[config.mk]
export PLATFORM = sky130hd
export DESIGN_NAME = regfile_wb_scheduler_flat
export DESIGN_NICKNAME = d
export VERILOG_FILES = /design/src/rtl/regfile_wb_scheduler_pkg.sv /design/src/rtl/regfile_wb_scheduler_if.sv /design/src/rtl/regfile_wb_scheduler_rr_arbiter.sv /design/src/rtl/regfile_wb_scheduler.sv /design/src/flat_wrapper.sv
export SDC_FILE = /design/constraint.sdc
export NUM_CORES = 1
export LEC_CHECK = 0
export ABC_AREA = 0
export BUFFER_PORTS_ARGS = -buffer_cell sky130_fd_sc_hd__buf_2
export CORE_UTILIZATION = 37
export DETAILED_ROUTE_END_ITERATION = 16
export HOLD_SLACK_MARGIN = 0.02
export SYNTH_ARGS = -nofsm -noshare
export SYNTH_HDL_FRONTEND = slang
export SYNTH_SLANG_ARGS = --single-unit
[constraint.sdc]
create_clock -name clk -period 3.1 [get_ports clk]
set_input_delay 0 -clock clk [delete_from_list [all_inputs] [get_ports clk]]
set_output_delay 0 -clock clk [all_outputs]
set_load 0.02 [all_outputs]
[src/rtl/regfile_wb_scheduler_pkg.sv]
// regfile_wb_scheduler_pkg: shared types and constants for the writeback scheduler slice
package regfile_wb_scheduler_pkg;
    localparam int NREG = 32;
    typedef logic [4:0] creg_addr_t;
    typedef struct packed {
        logic       valid;
        creg_addr_t rd;
        logic [63:0] data;
    } wb_req_t;
endpackage

[src/rtl/regfile_wb_scheduler_if.sv]
// regfile_wb_scheduler_if: writeback request bus from the execute/mem units to the scheduler
interface regfile_wb_scheduler_if #(parameter int N_REQ = 2, parameter int XLEN = 64);
    logic [N_REQ-1:0]      wb_valid;
    logic [N_REQ*5-1:0]    wb_rd;
    logic [N_REQ*XLEN-1:0] wb_data;
    logic [N_REQ-1:0]      wb_ready;
    modport master (output wb_valid, wb_rd, wb_data, input wb_ready);
    modport slave (input wb_valid, wb_rd, wb_data, output wb_ready);
endinterface

[src/rtl/regfile_wb_scheduler_rr_arbiter.sv]
// rr_arbiter: round-robin one-hot grant, search starting at an internally held pointer
module rr_arbiter #(parameter int N = 2) (
    input  logic         clk,
    input  logic         rstn,
    input  logic [N-1:0] req,
    input  logic         advance,
    output logic [N-1:0] gnt
);
    localparam int PW = N > 1 ? $clog2(N) : 1;
    logic [PW-1:0] rrPtr, ptrNext;
    logic found;
    // first requester at or after rrPtr wins; pointer moves just past the winner
    always_comb begin
        gnt = '0;
        found = 1'b0;
        ptrNext = rrPtr;
        for (int k = 0; k < N; k++) begin
            if (!found && req[(int'(rrPtr) + k) % N]) begin
                gnt[(int'(rrPtr) + k) % N] = 1'b1;
                found = 1'b1;
                ptrNext = PW'((int'(rrPtr) + k + 1) % N);
            end
        end
    end
    // pointer only moves on an actual transfer
    always_ff @(posedge clk or negedge rstn) begin
        if (!rstn) rrPtr <= '0;
        else if (advance) rrPtr <= ptrNext;
    end
endmodule

[src/rtl/regfile_wb_scheduler.sv]
// regfile_wb_scheduler: register-file write port owner with round-robin writeback and pending scoreboard
module regfile_wb_scheduler #(
    parameter int N_REQ = 2,
    parameter int XLEN  = 64,
    parameter int NREG  = 32
) (
    input  logic                   clk,
    input  logic                   rstn,
    input  logic                   flush,
    input  logic                   alloc_valid,
    input  logic [4:0]             alloc_rd,
    input  logic [4:0]             rs1,
    input  logic [4:0]             rs2,
    output logic                   stall,
    output logic [NREG-1:0]        pending_vec,
    regfile_wb_scheduler_if.slave  wb,
    output logic                   RegWrite,
    output logic [4:0]             writeReg,
    output logic [XLEN-1:0]        writeData_R
);
    import regfile_wb_scheduler_pkg::*;
    logic [N_REQ-1:0] gnt;
    logic xfer;
    creg_addr_t selRd;
    logic [XLEN-1:0] selData;
    logic [NREG-1:0] setMask, clrMask, pendingNext;
    rr_arbiter #(.N(N_REQ)) arb (.clk(clk), .rstn(rstn), .req(wb.wb_valid), .advance(xfer), .gnt(gnt));
    assign wb.wb_ready = gnt;
    assign xfer = |gnt;
    // mux the granted request onto the commit path
    always_comb begin
        selRd = '0;
        selData = '0;
        for (int i = 0; i < N_REQ; i++) begin
            if (gnt[i]) begin
                selRd = wb.wb_rd[i*5 +: 5];
                selData = wb.wb_data[i*XLEN +: XLEN];
            end
        end
    end
    // hazard query and scoreboard update; a new producer beats a same-cycle commit, flush beats both
    always_comb begin
        stall = pending_vec[rs1] | pending_vec[rs2] | pending_vec[alloc_rd];
        setMask = (alloc_valid && !stall && alloc_rd != '0) ? NREG'(1) << alloc_rd : '0;
        clrMask = RegWrite ? NREG'(1) << writeReg : '0;
        pendingNext = flush ? '0 : (((pending_vec & ~clrMask) | setMask) & ~NREG'(1));
    end
    // scoreboard register
    always_ff @(posedge clk or negedge rstn) begin
        if (!rstn) pending_vec <= '0;
        else pending_vec <= pendingNext;
    end
    // commit register: one cycle after transfer, x0 writes suppressed
    always_ff @(posedge clk or negedge rstn) begin
        if (!rstn) begin
            RegWrite <= 1'b0;
            writeReg <= '0;
            writeData_R <= '0;
        end else begin
            RegWrite <= xfer && selRd != '0;
            if (xfer) begin
                writeReg <= selRd;
                writeData_R <= selData;
            end
        end
    end
endmodule
[src/flat_wrapper.sv]
// flat-port wrapper written by rule: the top's interface ports become plain ports
module regfile_wb_scheduler_flat import regfile_wb_scheduler_pkg::*;
#(
    parameter int N_REQ = 2,
    parameter int XLEN  = 64,
    parameter int NREG  = 32
)
  (clk, rstn, flush, alloc_valid, alloc_rd, rs1, rs2, stall, pending_vec, RegWrite, writeReg, writeData_R, wb_wb_valid, wb_wb_rd, wb_wb_data, wb_wb_ready);
  regfile_wb_scheduler_if #(.N_REQ(N_REQ), .XLEN(XLEN)) wb_i ();
  input  logic clk;
  input  logic rstn;
  input  logic flush;
  input  logic alloc_valid;
  input  logic [4:0] alloc_rd;
  input  logic [4:0] rs1;
  input  logic [4:0] rs2;
  output logic stall;
  output logic [NREG-1:0] pending_vec;
  output logic RegWrite;
  output logic [4:0] writeReg;
  output logic [XLEN-1:0] writeData_R;
  input wire logic [$bits(wb_i.wb_valid)-1:0] wb_wb_valid;
  input wire logic [$bits(wb_i.wb_rd)-1:0] wb_wb_rd;
  input wire logic [$bits(wb_i.wb_data)-1:0] wb_wb_data;
  output wire logic [$bits(wb_i.wb_ready)-1:0] wb_wb_ready;
  assign wb_i.wb_valid = wb_wb_valid;
  assign wb_i.wb_rd = wb_wb_rd;
  assign wb_i.wb_data = wb_wb_data;
  assign wb_wb_ready = wb_i.wb_ready;
  regfile_wb_scheduler #(.N_REQ(N_REQ), .XLEN(XLEN), .NREG(NREG)) u_core (.clk(clk), .rstn(rstn), .flush(flush), .alloc_valid(alloc_valid), .alloc_rd(alloc_rd), .rs1(rs1), .rs2(rs2), .stall(stall), .pending_vec(pending_vec), .wb(wb_i), .RegWrite(RegWrite), .writeReg(writeReg), .writeData_R(writeData_R));
endmodule
==> impl_metrics.tcl <==
set metrics [dict create \
    yosys.area.top_type "dfrtp_1" \
    cts_tree "yes" \
    synth_cell_types 53 \
    grt_pass1_wl_um 37700 \
    cts_buffers 9 \
    synth.most_common_cell "a21oi_1" \
    finalPower_mw 3.99 \
    worstSetupStartpoint "u_core.pending_vec[31]" \
    place_congestion 0.945 \
    wl_per_cell_um 18.0 \
    drt_iter0_markers 484 \
    fin_util_pct 56.9 \
    ys_warn_count 0 \
    synthTopCellsByCount "a21oi_1, dfrtp_1, nand2_1, o21ai_0, nand2b_1" \
    setup_viol 0 \
    grt_pass1_vias 7157 \
    fin_cells 1311 \
    antenna_cells 0 \
    dp_slack_ns 0.570 \
    die_w_um 134 \
    clk_pin_slew_worst_paths_ns 0.07 \
    leakage_nw 4.38 \
    cp.required_ns 3.10 \
    drt_wl_total_um 23600 \
    syn-mean-instance-area_um2 8.97 \
    synth_area_um2 6420 \
    rrSetupSlack_ns 0.38 \
    ir_worst_vdd_mv 0.298 \
    overflow 0 \
    grt.total_usage_pct 26.8 \
    crit_arrival_ns 2.82 \
    ys_seq_area_share_pct 39.8 \
    num_io_pins 264 \
    rsz0062_at_grt "false" \
    drv_cap 0 \
    antenna_found_initial 0 \
    num_rows 47 \
    reg2regPathDepth 9 \
    post-route-min-period_ns 2.82 \
    slew_headroom_pct 30.9 \
    syn_to_final_growth_pct 48.7 \
    hold_class "input pin to register" \
    remaining_drc_errors 0 \
    period_share_pct 91.1 \
    tightest_slew_ns 1.03 \
    fin_worst_skew_ns 0.0104 \
    cts.sinks 102 \
    clk_latency_ns 0.36 \
    crit_fanout 32 \
    fp.coreArea_um2 16800 \
    grt_max_degree 72 \
    hold_viol_final 0 \
    postSynth.asyncResetShare_pct 100 \
    hold-worst-slack_ns 0.179 \
    status "complete, no violations" \
    dpl.hpwl_um 15400 \
    cts_max_path_buffers 2 \
    design_area_um2 9540 \
    syn_nets 874 \
    final.setup.worst_slack_ns 0.275 \
    r2r-end "u_core.writeData_R[32]" \
    vias 7200 \
    fin_tns_setup_ns 0 \
    firstDrtPassIters 5 \
    final_layout_size_suffix_gt1_share_pct 31.3 \
    hold_start "alloc_valid" \
    max_freq_ghz 0.354 \
    worstSetupPathType "register to primary output" \
    synth.top_cells.by_area "dfrtp_1, a21oi_1, o21ai_0" \
    fin_nets 1245 \
    synth_top_cell_area_share_pct 39.8 \
    ant_nets 0 \
    synth_edf_count 0 \
    synthFlopType "dfrtp_1" \
    dp_cells 1149 \
    p_per_area_nw_per_um2 418 \
    die_area_um2 17900 \
    die_h_um 134 \
    portBuffers 262 \
    ys_ff_latch 102 \
    end_kind "primary output" \
    dpl-instance-area_um2 7770 \
    viasPerCell 5.49 \
    start_util_pct 38.3 \
    htreeDepth 3 \
    start_kind "register" \
    syn_inst 715 \
    cts_root_buf "clkbuf_16" \
    finalMaxSlewViolations 0 \
    crit_end "stall" \
    r2r_start "u_core.arb.rrPtr" \
]
==> worst min-delay path by stage <==
stage,slack [ns],cells past startpoint,end
global route,0.17,3,u_core.pending_vec[1]
CTS,0.16,3,u_core.pending_vec[4]
floorplan,-0.30,0,u_core.RegWrite
finish,0.18,3,u_core.pending_vec[4]
global placement,0.20,1,u_core.writeData_R[26]
detailed placement,0.21,1,u_core.writeData_R[26]
==> what timing repair did <==
action	4_1_cts	5_1_grt
gates resized for setup	0	0
endpoints found under the hold margin	139	0
buffers inserted	0	0
hold buffers	146	0
==> layer usage <==
layer	vias up	global-route usage, %	wire, µm
met1	3468	33.6	9500
li1	3330	-	-
met4	0	9.03	745
met2	357	45.3	11400
met5	-	0	0
met3	45	6.32	1940
==> worst max-delay path, cell delays in order, from the launching register on <==
cell and delay [ns]:
dfrtp_1 0.42, mux4_2 0.49, a32o_2 0.29, a22oi_4 0.20, nand4_4 0.49, or2_1 0.40, buf_2 0.16
==> layout make-up <==
class	instances	area (µm²)
clock inverter	7	77.6
fill	1471	7220
timing repair buffer	419	2860
sequential	102	2550
inverter	5	18.8
tap	220	275
multi-input combinational	549	3530
clock buffer	9	225
==> cell usage in the layout (no fill, tap or decap), drive strengths merged, types with 3 or more instances in the layout <==
cell type	netlist	layout
nor3	3	3
nand2b	64	64
dlygate4sd3	0	146
or4	3	3
nor2	18	18
dfrtp	102	102
nand3	8	8
nor2b	11	11
inv	5	8
a21oi	128	128
nand2	94	94
nor3b	5	5
mux4	18	18
and3	3	3
nand3b	22	22
o41ai	31	31
o22ai	5	5
clkbuf	43	9
o21ai	83	83
and2b	12	12
or2	3	3
buf	16	273
mux2i	7	7
mux2	7	7
==> sequential cells by signal (all words and copies together), names as in the netlist <==
register and count:
u_core.writeData_R 64, u_core.writeReg 5, u_core.RegWrite 1, u_core.pending_vec 31, u_core.arb.rrPtr 1
==> logic make-up after synthesis <==
kind of cell,synth area share (%)
AOI/OAI and AO/OA,24.6
and+or+nand+nor,21.7
DFF,39.8
buffers and inverters,5.23
muxes,8.64
other,0.0584
==> power by group <==
| group | internal [mW] | total (mW) | switching [mW] | leakage (nW) |
|---|---|---|---|---|
| registers | 1.45 | 1.55 | 0.100 | 1.28 |
| clock network | 0.636 | 1.19 | 0.554 | 0.147 |
| logic | 0.555 | 1.25 | 0.691 | 2.95 |
| total | 2.65 | 3.99 | 1.35 | 4.38 |
Power figures use the tool's default switching activity.
